### src/rtl/play_session_pkg.sv
// play_session_pkg: shared state, judge and speed encodings for the play session
package play_session_pkg;
    typedef enum logic [1:0] {S_IDLE, S_LOAD, S_PLAY, S_DONE} state_t;
    typedef enum logic [1:0] {J_NONE = 2'b00, J_PERFECT = 2'b01, J_GOOD = 2'b10, J_MISS = 2'b11} judge_t;
    localparam logic [1:0] SPD_HALF = 2'b10;
    localparam logic [1:0] SPD_DOUBLE = 2'b11;
    localparam int REST = 0;
endpackage

### src/rtl/play_session_if.sv
// play_session_if: song ROM read port and player hit strobe
interface play_session_if #(
    parameter int NOTE_W = 5,
    parameter int LEN_W = 8,
    parameter int ADDR_W = 8
);
    logic [ADDR_W-1:0] rom_addr;
    logic [NOTE_W-1:0] rom_note;
    logic [LEN_W-1:0] rom_len;
    logic hit_valid;
    logic [NOTE_W-1:0] hit_note;
    modport master (output rom_addr, input rom_note, rom_len, hit_valid, hit_note);
    modport slave (input rom_addr, output rom_note, rom_len, hit_valid, hit_note);
endinterface

### src/rtl/play_session_judge.sv
// play_judge: grades one hit against the goal note and returns saturated score/combo
module play_judge import play_session_pkg::*; #(
    parameter int NOTE_W = 5,
    parameter int EL_W = 9,
    parameter int SCORE_W = 21,
    parameter int COMBO_W = 12,
    parameter int WINDOW = 4,
    parameter int PERFECT_PTS = 3,
    parameter int GOOD_PTS = 1
) (
    input  logic [NOTE_W-1:0] goal_note,
    input  logic [NOTE_W-1:0] hit_note,
    input  logic [EL_W-1:0] elapsed,
    input  logic judged,
    input  logic [SCORE_W-1:0] score,
    input  logic [COMBO_W-1:0] combo,
    output judge_t code,
    output logic [SCORE_W-1:0] score_n,
    output logic [COMBO_W-1:0] combo_n
);
    logic perfect;
    logic [SCORE_W:0] sum;
    always_comb begin
        perfect = 32'(elapsed) < WINDOW;
        code = judged || goal_note == NOTE_W'(REST) ? J_NONE :
               hit_note != goal_note ? J_MISS : perfect ? J_PERFECT : J_GOOD;
        sum = {1'b0, score} + (SCORE_W+1)'(perfect ? PERFECT_PTS : GOOD_PTS);
        score_n = code == J_PERFECT || code == J_GOOD ? (sum[SCORE_W] ? '1 : sum[SCORE_W-1:0]) : score;
        combo_n = code == J_MISS ? '0 : code == J_NONE || combo == '1 ? combo : combo + 1'b1;
    end
endmodule

### src/rtl/play_session.sv
// play_session: song sequencer, hit judge and per-user high-score table
module play_session import play_session_pkg::*; #(
    parameter int NOTE_W = 5,
    parameter int LEN_W = 8,
    parameter int ADDR_W = 8,
    parameter int USERS = 4,
    parameter int SCORE_W = 21,
    parameter int COMBO_W = 12,
    parameter int WINDOW = 4,
    parameter int PERFECT_PTS = 3,
    parameter int GOOD_PTS = 1,
    localparam int UID_W = USERS > 1 ? $clog2(USERS) : 1,
    localparam int EL_W = LEN_W + 1
) (
    input  logic clk,
    input  logic rst,
    input  logic start,
    input  logic pause,
    input  logic [1:0] speed,
    input  logic [UID_W-1:0] user_id,
    input  logic [ADDR_W-1:0] song_len,
    input  logic tick,
    play_session_if.master bus,
    output logic goal_valid,
    output logic [NOTE_W-1:0] goal_note,
    output logic [SCORE_W-1:0] score,
    output logic [COMBO_W-1:0] combo,
    output logic [COMBO_W-1:0] best_combo,
    output logic [1:0] judge,
    output logic done,
    output logic new_record,
    output logic [SCORE_W-1:0] hs_score
);
    state_t state, state_n;
    judge_t j_code, judge_n;
    logic [UID_W-1:0] user_q;
    logic [1:0] speed_q;
    logic [ADDR_W-1:0] len_q, addr_q;
    logic [EL_W-1:0] timer, elapsed, len_eff, load_val;
    logic judged, begin_s, play_go, tick_go, note_end, last, hit_judged, miss_end, commit;
    logic [SCORE_W-1:0] j_score, score_n;
    logic [COMBO_W-1:0] j_combo, combo_n, best_n;
    logic [COMBO_W+SCORE_W-1:0] tbl [USERS];

    assign bus.rom_addr = addr_q;

    play_judge #(
        .NOTE_W(NOTE_W), .EL_W(EL_W), .SCORE_W(SCORE_W), .COMBO_W(COMBO_W),
        .WINDOW(WINDOW), .PERFECT_PTS(PERFECT_PTS), .GOOD_PTS(GOOD_PTS)
    ) u_judge (
        .goal_note(goal_note),
        .hit_note(bus.hit_note),
        .elapsed(elapsed),
        .judged(judged),
        .score(score),
        .combo(combo),
        .code(j_code),
        .score_n(j_score),
        .combo_n(j_combo)
    );

    // A hit landing on the note-ending tick is judged first and suppresses the end-of-note MISS.
    always_comb begin
        begin_s = start && (state == S_IDLE || state == S_DONE);
        play_go = state == S_PLAY && !pause;
        tick_go = play_go && tick;
        note_end = tick_go && timer == EL_W'(1);
        last = addr_q == len_q - 1'b1;
        hit_judged = play_go && bus.hit_valid && j_code != J_NONE;
        miss_end = note_end && !judged && !hit_judged && goal_note != NOTE_W'(REST);
        score_n = hit_judged ? j_score : score;
        combo_n = hit_judged ? j_combo : miss_end ? '0 : combo;
        best_n = combo_n > best_combo ? combo_n : best_combo;
        judge_n = hit_judged ? j_code : miss_end ? J_MISS : J_NONE;
        commit = note_end && last && score_n > tbl[user_q][SCORE_W-1:0];
        len_eff = bus.rom_len == '0 ? EL_W'(1) : EL_W'(bus.rom_len);
        load_val = speed_q == SPD_HALF ? len_eff << 1 :
                   speed_q == SPD_DOUBLE && len_eff > EL_W'(1) ? len_eff >> 1 : len_eff;
    end

    always_ff @(posedge clk) state <= rst ? S_IDLE : state_n;

    always_comb begin
        state_n = state;
        if (begin_s) state_n = song_len == '0 ? S_DONE : S_LOAD;
        else if (state == S_LOAD) state_n = S_PLAY;
        else if (note_end) state_n = last ? S_DONE : S_LOAD;
    end

    always_comb begin
        goal_valid = state == S_PLAY;
        done = state == S_DONE;
        hs_score = tbl[user_q][SCORE_W-1:0];
    end

    always_ff @(posedge clk) begin
        if (rst) begin
            user_q <= '0;
            speed_q <= '0;
            len_q <= '0;
            addr_q <= '0;
            goal_note <= '0;
            timer <= '0;
            elapsed <= '0;
            judged <= 1'b0;
            score <= '0;
            combo <= '0;
            best_combo <= '0;
            judge <= '0;
            new_record <= 1'b0;
            tbl <= '{default: '0};
        end else begin
            judge <= judge_n;
            if (begin_s) begin
                user_q <= user_id;
                speed_q <= speed;
                len_q <= song_len;
                addr_q <= '0;
                score <= '0;
                combo <= '0;
                best_combo <= '0;
                new_record <= 1'b0;
            end
            if (state == S_LOAD) begin
                goal_note <= bus.rom_note;
                timer <= load_val;
                elapsed <= '0;
                judged <= 1'b0;
            end
            if (state == S_PLAY) begin
                score <= score_n;
                combo <= combo_n;
                best_combo <= best_n;
                if (hit_judged) judged <= 1'b1;
                if (tick_go) begin
                    timer <= timer - 1'b1;
                    elapsed <= elapsed + 1'b1;
                end
                if (note_end && !last) addr_q <= addr_q + 1'b1;
            end
            if (commit) begin
                tbl[user_q] <= {best_n, score_n};
                new_record <= 1'b1;
            end
        end
    end
endmodule

### src/flat_wrapper.sv
// flat-port wrapper written by rule: the top's interface ports become plain ports
module play_session_flat import play_session_pkg::*;
#(
    parameter int NOTE_W = 5,
    parameter int LEN_W = 8,
    parameter int ADDR_W = 8,
    parameter int USERS = 4,
    parameter int SCORE_W = 21,
    parameter int COMBO_W = 12,
    parameter int WINDOW = 4,
    parameter int PERFECT_PTS = 3,
    parameter int GOOD_PTS = 1,
    localparam int UID_W = USERS > 1 ? $clog2(USERS) : 1,
    localparam int EL_W = LEN_W + 1
)
  (clk, rst, start, pause, speed, user_id, song_len, tick, goal_valid, goal_note, score, combo, best_combo, judge, done, new_record, hs_score, bus_rom_addr, bus_rom_note, bus_rom_len, bus_hit_valid, bus_hit_note);
  play_session_if #(.NOTE_W(NOTE_W), .LEN_W(LEN_W), .ADDR_W(ADDR_W)) bus_i ();
  input  logic clk;
  input  logic rst;
  input  logic start;
  input  logic pause;
  input  logic [1:0] speed;
  input  logic [UID_W-1:0] user_id;
  input  logic [ADDR_W-1:0] song_len;
  input  logic tick;
  output logic goal_valid;
  output logic [NOTE_W-1:0] goal_note;
  output logic [SCORE_W-1:0] score;
  output logic [COMBO_W-1:0] combo;
  output logic [COMBO_W-1:0] best_combo;
  output logic [1:0] judge;
  output logic done;
  output logic new_record;
  output logic [SCORE_W-1:0] hs_score;
  output wire logic [$bits(bus_i.rom_addr)-1:0] bus_rom_addr;
  input wire logic [$bits(bus_i.rom_note)-1:0] bus_rom_note;
  input wire logic [$bits(bus_i.rom_len)-1:0] bus_rom_len;
  input wire logic [$bits(bus_i.hit_valid)-1:0] bus_hit_valid;
  input wire logic [$bits(bus_i.hit_note)-1:0] bus_hit_note;
  assign bus_rom_addr = bus_i.rom_addr;
  assign bus_i.rom_note = bus_rom_note;
  assign bus_i.rom_len = bus_rom_len;
  assign bus_i.hit_valid = bus_hit_valid;
  assign bus_i.hit_note = bus_hit_note;
  play_session #(.NOTE_W(NOTE_W), .LEN_W(LEN_W), .ADDR_W(ADDR_W), .USERS(USERS), .SCORE_W(SCORE_W), .COMBO_W(COMBO_W), .WINDOW(WINDOW), .PERFECT_PTS(PERFECT_PTS), .GOOD_PTS(GOOD_PTS)) u_core (.clk(clk), .rst(rst), .start(start), .pause(pause), .speed(speed), .user_id(user_id), .song_len(song_len), .tick(tick), .bus(bus_i), .goal_valid(goal_valid), .goal_note(goal_note), .score(score), .combo(combo), .best_combo(best_combo), .judge(judge), .done(done), .new_record(new_record), .hs_score(hs_score));
endmodule
### config.mk
export PLATFORM = sky130hd
export DESIGN_NAME = play_session_flat
export DESIGN_NICKNAME = d
export VERILOG_FILES = /design/src/rtl/play_session_pkg.sv /design/src/rtl/play_session_if.sv /design/src/rtl/play_session_judge.sv /design/src/rtl/play_session.sv /design/src/flat_wrapper.sv
export SDC_FILE = /design/constraint.sdc
export NUM_CORES = 1
export LEC_CHECK = 0
export BUFFER_PORTS_ARGS = -buffer_cell sky130_fd_sc_hd__buf_2
export CELL_PAD_IN_SITES_DETAIL_PLACEMENT = 1
export CELL_PAD_IN_SITES_GLOBAL_PLACEMENT = 1
export CORE_UTILIZATION = 35
export DETAILED_ROUTE_END_ITERATION = 8
export PLACE_DENSITY = 0.65
export SYNTH_ARGS = -nofsm -noshare
export SYNTH_HDL_FRONTEND = slang
export SYNTH_SLANG_ARGS = --single-unit
export TNS_END_PERCENT = 1
### constraint.sdc
create_clock -name clk -period 13.4 [get_ports clk]
set_input_delay 3.35 -clock clk [delete_from_list [all_inputs] [get_ports clk]]
set_output_delay 3.35 -clock clk [all_outputs]
set_load 0.01 [all_outputs]
==> results of run 1 <==
-- power breakdown --
| group | internal [W] | switching, W | leakage, nW |
|---|---|---|---|
| Combinational | 0.000128 | 0.000241 | 3.19 |
| Sequential | 0.000555 | 0.0000371 | 1.44 |
| Clock | 0.000285 | 0.000231 | 0.283 |
| Total | 0.000968 | 0.000510 | 4.91 |
-- logic make-up after synthesis --
logic type	after synthesis	share of synthesized area
adder cells (fa/ha/maj)	46	0.05681
buffers and inverters	119	0.04656
XOR/XNOR	31	0.02680
multiplexers	122	0.1471
AND/OR/NAND/NOR	479	0.2460
flip-flops	178	0.3517
AO/OA/AOI/OAI	209	0.1250
-- per-stage QoR --
step	hold WS, ns	setup WS, ns	cell area (µm²)
3_3_place_gp	0.4426	3.866	11010
2_1_floorplan	0.4455	5.376	10130
4_1_cts	0.4580	4.106	11610
6_report	0.4559	4.129	11610
3_5_place_dp	0.4477	3.683	11010
5_1_grt	0.4934	3.583	11610
-- sequential cells by signal, indices dropped and copies added (netlist names) --
signal	cells
u_core.tbl	84
u_core.score	21
u_core.best_combo	12
u_core.combo	12
u_core.elapsed	9
u_core.timer	9
u_core.bus.rom_addr	8
u_core.len_q	8
u_core.goal_note	5
u_core.judge	2
u_core.speed_q	2
u_core.state	2
u_core.user_q	2
u_core.judged	1
u_core.new_record	1
-- worst max-delay path: stages --
cell and delay (ns):
buf_2 0.09, xor2_1 0.14, nor3_1 0.07, nand3_1 0.13, o21ai_0 0.17, ha_1 0.33
nor4bb_2 0.85, nand3_1 0.47, nor3_2 0.27, buf_4 0.24, nand2_1 0.27, nand2_1 0.22
ha_1 0.26, a21oi_1 0.18, o21ai_0 0.13, a221oi_1 0.39, o21ai_0 0.14, o41ai_1 0.76
or4_1 0.56, buf_4 0.37, mux2i_1 0.22
-- synthesized netlist by cell type (6+ instances only) --
master / count / area [µm²]
inv_1: 45 / 168.9
a31oi_1: 24 / 150.1
and3_1: 18 / 112.6
nand2_1: 111 / 416.7
o21ai_0: 35 / 175.2
a21o_1: 7 / 52.55
nand2b_1: 117 / 732.0
a22oi_1: 6 / 45.04
nor2b_1: 7 / 43.79
nor4_1: 10 / 62.56
nor2_1: 106 / 397.9
and4_1: 8 / 70.07
ha_1: 46 / 575.6
a211oi_1: 6 / 45.04
mux2i_1: 96 / 960.9
xnor2_1: 20 / 175.2
a21oi_1: 96 / 480.5
dfxtp_1: 178 / 3563
nor3b_1: 6 / 45.04
xor2_1: 11 / 96.34
nand3b_1: 16 / 120.1
nand3_1: 29 / 145.1
and2_1: 6 / 37.54
buf_2: 8 / 40.04
nand4_1: 10 / 62.56
mux4_2: 21 / 473.0
clkbuf_1: 60 / 225.2
nor3_1: 16 / 80.08
-- area by class of cell --
| class | count | share of cell area |
|---|---|---|
| sequential | 178 | 0.3070 |
| multi-input combinational | 887 | 0.5274 |
| clock buffer | 21 | 0.03881 |
| tap | 378 | 0.04075 |
| inverter | 45 | 0.01455 |
| clock inverter | 11 | 0.01218 |
| timing repair buffer | 131 | 0.05929 |
-- path summary, 6_finish.rpt --
kind | from | end | slack [ns] | depth (start not counted)
setup reg to reg | u_core.elapsed[3] | u_core.tbl[85] | 6.17 | 20
setup / recovery | bus_hit_note[0] | u_core.tbl[85] | 4.13 | 21
hold / removal | u_core.new_record | u_core.new_record | 0.46 | 2
hold reg to reg | u_core.new_record | u_core.new_record | 0.46 | 2
-- per-layer routing --
metal | up-vias | wire length, µm | GRT usage
met3 | 30 | 1038 | 0.04257
li1 | 4311 | - | -
met4 | 2 | 438 | 0.05925
met2 | 115 | 13570 | 0.3389
met1 | 4267 | 14660 | 0.2777
met5 | - | 10 | 0
==> flow_metrics.tcl, run 1 <==
set metrics [dict create \
    cts_resized 0 \
    dieArea_um2 29630 \
    finalHoldViolCount 0 \
    cts.clk_slew.worst_paths_ns 0.07 \
    finish.utilization 0.4121 \
    drt-pass1-iter-count 4 \
    layout_common_cells "dfxtp_1 (178), buf_2 (118), nand2b_1 (117), nand2_1 (110), nor2_1 (106)" \
    p_leak_nw 4.911 \
    gp_congestion 0.8553 \
    crit_path_start_kind "primary input" \
    syn_area_um2 10130 \
    yosysSeqAreaShare 0.3517 \
    postSynthAreaPerCell_um2 8.557 \
    grt_first_pass_wirelength_um 48250 \
    start_util 0.3597 \
    dieHeight_um 172.1 \
    drt_iter0_drc 386 \
    cts-root-buf "clkbuf_16" \
    clock_latency_ns 0.44 \
    grt_pass1_vias 8908 \
    drv_cap 0 \
    h-tree-depth 4 \
    async_flop_share 0 \
    syn2layout_area_growth_pct 14.56 \
    fillCellCount 3352 \
    fin_total_pwr_w 0.001478 \
    worst_pin_slew_ns 1.004 \
    setup-tns-final_ns 0 \
    cts_buffers 17 \
    chipWidth_um 172.1 \
    synth_edf_count 0 \
    yosys_warnings 0 \
    cts_max_path_buffers 2 \
    slew_viol_final 0 \
    layout.nets 1342 \
    grt_max_degree 101 \
    wl_um 29710 \
    routed_via_density 5.285 \
    cts_tree "done" \
    hpwl_um 21240 \
    rsz0062_at_grt "no" \
    crit_arrival_ns 9.63 \
    yosysUniqueCellTypes 60 \
    multi_input_area_um2 6121 \
    row_count 61 \
    antenna_found_initial 1 \
    clock_skew_ns 0.01720 \
    maxSlewHeadroom 0.3309 \
    hp-class "reg -> reg" \
    path_max_fanout 18 \
    ys.flop_type "dfxtp_1" \
    diodes 0 \
    status "complete, no violations" \
    fmax_mhz 107.9 \
    antenna_left 0 \
    synth_nets 1266 \
    grt_use_total 0.2084 \
    coreArea_um2 28160 \
    vias 8725 \
    final_layout_size_suffix_gt1_frac 0.1548 \
    path_class "in -> reg" \
    grt_overflow_total 0 \
    ir_worst_vdd_v 0.00007914 \
    stdcell_count 1651 \
    remaining_drc_errors 0 \
    crit_required_ns 13.76 \
    post_cts_buffers 0 \
    synth-seq-cells 178 \
    post-route-period-util 0.6919 \
    finalSetupViolations 0 \
    ios 120 \
    seq_area_um2 3563 \
    p_per_area_nw_per_um2 127.4 \
    port_buffers 119 \
    cts_hold_buf 0 \
    wl_per_cell_um 18.00 \
    final_common_cell "dfxtp_1" \
    cts.sinks 178 \
    fin_crit_ns 9.271 \
    end_kind "flop" \
    placed_cells 1619 \
    syn_inst 1184 \
]
No activity file was read; power rests on OpenSTA's default activity.
==> run 2: changes to the inputs <==
--- a/config.mk
+++ b/config.mk
@@ -5,12 +5,13 @@
 export SDC_FILE = /design/constraint.sdc
 export NUM_CORES = 1
 export LEC_CHECK = 0
+export ABC_AREA = 1
 export BUFFER_PORTS_ARGS = -buffer_cell sky130_fd_sc_hd__buf_2
 export CELL_PAD_IN_SITES_DETAIL_PLACEMENT = 1
 export CELL_PAD_IN_SITES_GLOBAL_PLACEMENT = 1
 export CORE_UTILIZATION = 35
 export DETAILED_ROUTE_END_ITERATION = 8
-export PLACE_DENSITY = 0.65
+export PLACE_DENSITY = 0.71
 export SYNTH_ARGS = -nofsm -noshare
 export SYNTH_HDL_FRONTEND = slang
 export SYNTH_SLANG_ARGS = --single-unit
==> constraint.sdc (replaced) <==
create_clock -name clk -period 8.3 [get_ports clk]
set_input_delay 2.075 -clock clk [delete_from_list [all_inputs] [get_ports clk]]
set_output_delay 2.075 -clock clk [all_outputs]
set_load 0.01 [all_outputs]
==> run 2 against run 1 <==
Worst hold slack gained 0.028 ns. Clock power is 59% higher. Global-route usage is 2.5 points higher. Final area fell by 0.13%.
==> flow_metrics.tcl, run 2 <==
set metrics [dict create \
    status "complete, no violations" \
    synth_xor_area_frac 0.01988 \
    postSynthAreaPerCell_um2 6.730 \
    post-route-period-util 0.8015 \
    routed_via_density 5.109 \
    final_cell_area_um2 11590 \
    finish.utilization 0.4116 \
    hpwl_um 24120 \
    top_regs "u_core.tbl (84), u_core.score (21)" \
    grt_first_pass_wirelength_um 54230 \
    path_max_fanout 23 \
    chipWidth_um 172.2 \
    p_per_area_nw_per_um2 216.9 \
    layout_common_cells "nand2_1 (264), nor2_1 (245), dfxtp_1 (178), inv_1 (174), o21ai_0 (121)" \
    crit_required_ns 8.67 \
    finalHoldViolCount 0 \
    slew_viol_final 0 \
    grt.busiest_layer "met2" \
    wl_um 32930 \
    synth.most_common_cell "nand2_1" \
    crit_path_start_kind "primary input" \
    gp_congestion 0.8276 \
    cts-root-buf "clkbuf_16" \
    grt_max_degree 94 \
    yosysTopAreaCell "dfxtp_1" \
    yosys_warnings 0 \
    synth_edf_count 0 \
    clock_latency_ns 0.44 \
    placed_area_um2 11020 \
    worst_pin_slew_ns 0.9986 \
    diodes 0 \
    drt_iter0_drc 493 \
    port_buffers 119 \
    cts_tree "done" \
    largest_register_ffs 84 \
    ir_worst_vdd_v 0.0001205 \
    synthAdderAreaFrac 0.05679 \
    cts_buffers 17 \
    path_class "in -> reg" \
    final_layout_size_suffix_gt1_frac 0.1278 \
    synthTopCellsByArea "dfxtp_1 (35%), nand2_1 (9.8%), nor2_1 (9.1%), inv_1 (6.5%), o21ai_0 (6.0%)" \
    synthSimpleGateAreaFrac 0.2981 \
    regMostFlops "u_core.tbl" \
    vias 10130 \
    drt-pass1-iter-count 4 \
    start_util 0.3599 \
    final_common_cell "nand2_1" \
    grt_use_total 0.2334 \
    crit_arrival_ns 7.02 \
    finalSetupViolations 0 \
    yosysSeqAreaShare 0.3516 \
    grt_pass1_vias 10290 \
    maxSlewHeadroom 0.3326 \
    async_flop_share 0 \
    cts_max_path_buffers 2 \
    drv_cap 0 \
    synth-seq-cells 178 \
    cts_resized 0 \
    antenna_found_initial 0 \
    p_leak_nw 5.217 \
    yosys-top-cells-count "nand2_1 (264), nor2_1 (246), dfxtp_1 (178)" \
    yosysUniqueCellTypes 55 \
    ios 120 \
    ys.flop_type "dfxtp_1" \
    fmax_mhz 150.3 \
    dieHeight_um 172.2 \
    grt_overflow_total 0 \
    clock_skew_ns 0.01742 \
    h-tree-depth 4 \
    cts.clk_slew.worst_paths_ns 0.07 \
    cts.sinks 178 \
    syn2layout_area_growth_pct 14.37 \
    hp-class "reg -> reg" \
    cts_hold_buf 0 \
    synth_compound_area_frac 0.1796 \
    grt_util_met3 0.03571 \
    synth_top_area_share 0.3516 \
    use_met1 0.3048 \
    row_count 61 \
    coreArea_um2 28160 \
    layout.nets 1676 \
    end_kind "flop" \
    syn_area_um2 10130 \
    wl_per_cell_um 16.61 \
    synth_top_family_by_area "simple AND/OR/NAND/NOR gates" \
    fin_total_pwr_w 0.002514 \
    rsz0062_at_grt "no" \
    antenna_left 0 \
    fin_crit_ns 6.653 \
    post_cts_buffers 0 \
    dieArea_um2 29640 \
    syn_inst 1506 \
    synth_nets 1588 \
    synthMuxAreaShare 0 \
    remaining_drc_errors 0 \
    setup-tns-final_ns 0 \
    grt_use_met2 0.3978 \
]
run 2: cell count changes after synthesis, sizes merged, moves of 15 or more:
cell / change
o21ai: +98
nand2: +155
nand2b: -117
and3: -17
nand3: +77
nor2: +147
mux4: -21
mux2i: -96
inv: +139
a31oi: -15
run 2: area by class of cell:
type / count / area [µm²]
timing repair buffer: 128 / 663.1
inverter: 186 / 698.2
fill: 3647 / 16570
clock buffer: 18 / 439.2
tap: 378 / 473.0
multi-input combinational: 1083 / 5624
sequential: 178 / 3563
clock inverter: 11 / 130.1
run 2: worst max-delay path, cell delays in order:
cell     delay, ns
buf_2         0.10
xnor2_1       0.15
nand3_1       0.09
nor3_1        0.27
a21oi_1       0.16
inv_1         0.11
ha_1          0.14
inv_1         0.13
nand3_2       0.21
nor2_4        0.09
nand3_2       0.12
inv_2         0.04
nand2_1       0.50
nand3_1       0.39
ha_1          0.42
nand2_1       0.14
o21ai_0       0.20
nor2_1        0.06
nand2_1       0.06
nand2_1       0.05
nand3_1       0.22
nand4_2       0.56
inv_2         0.49
nor2_1        0.09
nor2_1        0.14
run 2: path summary, 6_finish.rpt:
| path | from | endpoint | slack, ns | depth (start not counted) |
|---|---|---|---|---|
| worst max-delay path | bus_hit_note[4] | u_core.tbl[6] | 1.65 | 25 |
| worst min-delay path | u_core.len_q[1] | u_core.len_q[1] | 0.48 | 2 |
| worst max register to register | u_core.elapsed[2] | u_core.tbl[6] | 2.87 | 25 |
| worst min register to register | u_core.len_q[1] | u_core.len_q[1] | 0.48 | 2 |
run 2: kinds of logic (layout without fill, tap and decap cells):
group                    after synthesis  count (layout)
flip-flops                           178             178
AND/OR/NAND/NOR                      694             694
AO/OA/AOI/OAI                        320             320
buffers and inverters                245             343
adder cells (fa/ha/maj)               46              46
XOR/XNOR                              23              23
run 2: power breakdown:
part | internal [W] | switching, W | total (W)
combinational | 0.000209 | 0.000526 | 0.000735
sequential | 0.000908 | 0.0000509 | 0.000958
clock | 0.000450 | 0.000370 | 0.000820
run 2: layer usage:
metal	vias up	routed length, µm	share of wire
li1	5105	-	-
met1	4849	15970	0.49
met2	146	15520	0.47
met3	26	921	0.028
met4	0	520	0.016
met5	-	0	0
run 2: metrics by stage:
stage / hold slack [ns] / std cells / setup slack, ns
floorplan: 0.4450 / 1506 / 2.821
finish: 0.4842 / 1982 / 1.647
detailed placement: 0.4732 / 1953 / 1.241
global placement: 0.4622 / 1953 / 1.441
CTS: 0.4892 / 1982 / 1.659
global route: 0.5092 / 1982 / 1.043
==> run 3: changes to the inputs <==
--- a/config.mk
+++ b/config.mk
@@ -5,13 +5,13 @@
 export SDC_FILE = /design/constraint.sdc
 export NUM_CORES = 1
 export LEC_CHECK = 0
-export ABC_AREA = 1
+export ABC_AREA = 0
 export BUFFER_PORTS_ARGS = -buffer_cell sky130_fd_sc_hd__buf_2
 export CELL_PAD_IN_SITES_DETAIL_PLACEMENT = 1
 export CELL_PAD_IN_SITES_GLOBAL_PLACEMENT = 1
 export CORE_UTILIZATION = 35
 export DETAILED_ROUTE_END_ITERATION = 8
-export PLACE_DENSITY = 0.71
+export PLACE_DENSITY = 0.65
 export SYNTH_ARGS = -nofsm -noshare
 export SYNTH_HDL_FRONTEND = slang
 export SYNTH_SLANG_ARGS = --single-unit
==> constraint.sdc (replaced) <==
create_clock -name clk -period 6.15 [get_ports clk]
set_input_delay 1.5375 -clock clk [delete_from_list [all_inputs] [get_ports clk]]
set_output_delay 1.5375 -clock clk [all_outputs]
set_load 0.01 [all_outputs]
==> run 3 against run 2 <==
Total power increased by 27%. Clock power increased by 32%. Flip-flop and latch count unchanged. Sequential power increased by 35%. Critical path type unchanged. Largest power group unchanged.
==> flow_metrics.tcl, run 3 (synthesis results as in run 1) <==
set metrics [dict create \
    cts_max_path_buffers 2 \
    grt_util_met3 0.04578 \
    grt_first_pass_wirelength_um 48690 \
    p_leak_nw 5.123 \
    multi_input_area_um2 6121 \
    switchingPower_w 0.001148 \
    grt_overflow_total 0 \
    clockPowerShare 0.338 \
    hp-class "reg -> reg" \
    antenna_found_initial 0 \
    fillCellCount 3328 \
    maxSlewHeadroom 0.3265 \
    grt_pass1_vias 9189 \
    fmax_mhz 174.5 \
    regMostFlops "u_core.tbl" \
    final_common_cell "dfxtp_1" \
    crit_path_start_kind "primary input" \
    end_kind "flop" \
    ios 120 \
    finalSetupViolations 0 \
    syn2layout_area_growth_pct 17.71 \
    dieHeight_um 172.1 \
    cts_buffers 17 \
    drt-pass1-iter-count 4 \
    h-tree-depth 4 \
    path_max_fanout 21 \
    drt_iter0_drc 360 \
    routed_via_density 5.336 \
    remaining_drc_errors 0 \
    use_met1 0.2833 \
    grt_max_degree 101 \
    netSwitchingFraction 0.3598 \
    drv_cap 0 \
    status "complete, no violations" \
    cts-root-buf "clkbuf_16" \
    hpwl_um 22190 \
    slew_viol_final 0 \
    top_regs "u_core.tbl (84), u_core.score (21)" \
    row_count 61 \
    cts.sinks 178 \
    post-route-period-util 0.9317 \
    seq_area_um2 3563 \
    seqPwrFrac 0.405 \
    start_util 0.3597 \
    fin_total_pwr_w 0.003191 \
    crit_arrival_ns 6.06 \
    fin_crit_ns 5.730 \
    crit_required_ns 6.48 \
    coreArea_um2 28160 \
    cts.clk_slew.worst_paths_ns 0.07 \
    finalHoldViolCount 0 \
    p_comb_frac 0.257 \
    grt_use_met2 0.3429 \
    grt.busiest_layer "met2" \
    layout_common_cells "dfxtp_1 (178), buf_2 (118), nand2b_1 (117), nand2_1 (110), nor2_1 (106)" \
    chipWidth_um 172.1 \
    p_int_w 0.002043 \
    path_class "in -> reg" \
    p_per_area_nw_per_um2 267.6 \
    final_layout_size_suffix_gt1_frac 0.1815 \
    largest_register_ffs 84 \
    wl_um 30340 \
    gp_congestion 0.8374 \
    cts_tree "done" \
    diodes 0 \
    clock_latency_ns 0.45 \
    clock_skew_ns 0.01120 \
    stdcell_count 1689 \
    worst_pin_slew_ns 1.009 \
    rsz0062_at_grt "no" \
    port_buffers 119 \
    cts_hold_buf 0 \
    vias 9012 \
    ir_worst_vdd_v 0.0001681 \
    wl_per_cell_um 17.97 \
    dieArea_um2 29630 \
    layout.nets 1380 \
    antenna_left 0 \
    grt_use_total 0.2123 \
    placed_cells 1657 \
]
[run 3: cell types whose count changed in the layout (fill, tap and decap cells not counted), moves of 65 or more]
cell / previous run / this run
o21ai_0: 121 / 34
mux2i_1: 0 / 96
nand2_1: 264 / 110
nand3_1: 94 / 29
inv_1: 174 / 45
nand2b_1: 0 / 117
nor2_1: 245 / 106
[run 3: routing by layer]
metal / share of wire / vias to the layer above
li1: - / 4396
met1: 0.49 / 4466
met2: 0.46 / 125
met3: 0.041 / 25
met4: 0.014 / 0
met5: 0 / -
[run 3: power by group through the flow]
stage	Combinational, W	Sequential (W)	Clock (W)
2_1_floorplan	0.000611	0.00128	0
3_3_place_gp	0.000811	0.00132	0
3_5_place_dp	0.000823	0.00132	0
4_1_cts	0.000830	0.00129	0.00111
5_1_grt	0.000916	0.00131	0.00115
6_report	0.000819	0.00129	0.00108
[run 3: per-stage QoR]
stage	hold WS, ns	utilization	area [µm²]	setup WS [ns]	TNS (ns)
after floorplan	0.4455	-	10140	0.09834	0
after global placement	0.4389	0.4030	11350	0.1282	0
after detailed placement	0.4507	0.4030	11350	-0.07292	-1.696
after CTS	0.4610	0.4234	11930	0.3600	0
after global routing	0.4918	0.4234	11930	0.09806	0
final	0.4597	0.4234	11930	0.4199	0
[run 3: what timing repair did]
item,in CTS,in global routing
setup buffers,0,0
setup endpoints to repair,0,1
resized for setup,0,1
hold endpoints to repair,0,0
[run 3: critical path: stages]
cell,delay [ns]
buf_2,0.10
xor2_1,0.15
nor3_1,0.17
nand3_1,0.15
o21ai_0,0.35
inv_1,0.09
ha_1,0.35
nand3_1,0.14
buf_4,0.20
nor3_1,0.33
xnor2_1,0.17
nand2_1,0.10
ha_1,0.34
nand4_1,0.12
nor4_1,0.37
o21ai_0,0.15
o21ai_0,0.11
o41ai_1,0.08
buf_4,0.18
or4_1,0.52
buf_12,0.21
mux2i_1,0.14
[run 3: cell type report]
class	instances	share of cell area
Multi-Input combinational cell	887	0.5133
Sequential cell	178	0.2988
Timing Repair Buffer	169	0.08582
Tap cell	378	0.03966
Clock buffer	17	0.03567
Inverter	45	0.01416
Clock inverter	15	0.01259
[run 3: worst paths after layout]
check,from,slack (ns),depth (start not counted),to
hold reg to reg,u_core.new_record,0.46,2,u_core.new_record
hold / removal,u_core.new_record,0.46,2,u_core.new_record
setup reg to reg,u_core.elapsed[3],0.83,21,u_core.tbl[38]
setup / recovery,bus_hit_note[0],0.42,22,u_core.tbl[38]
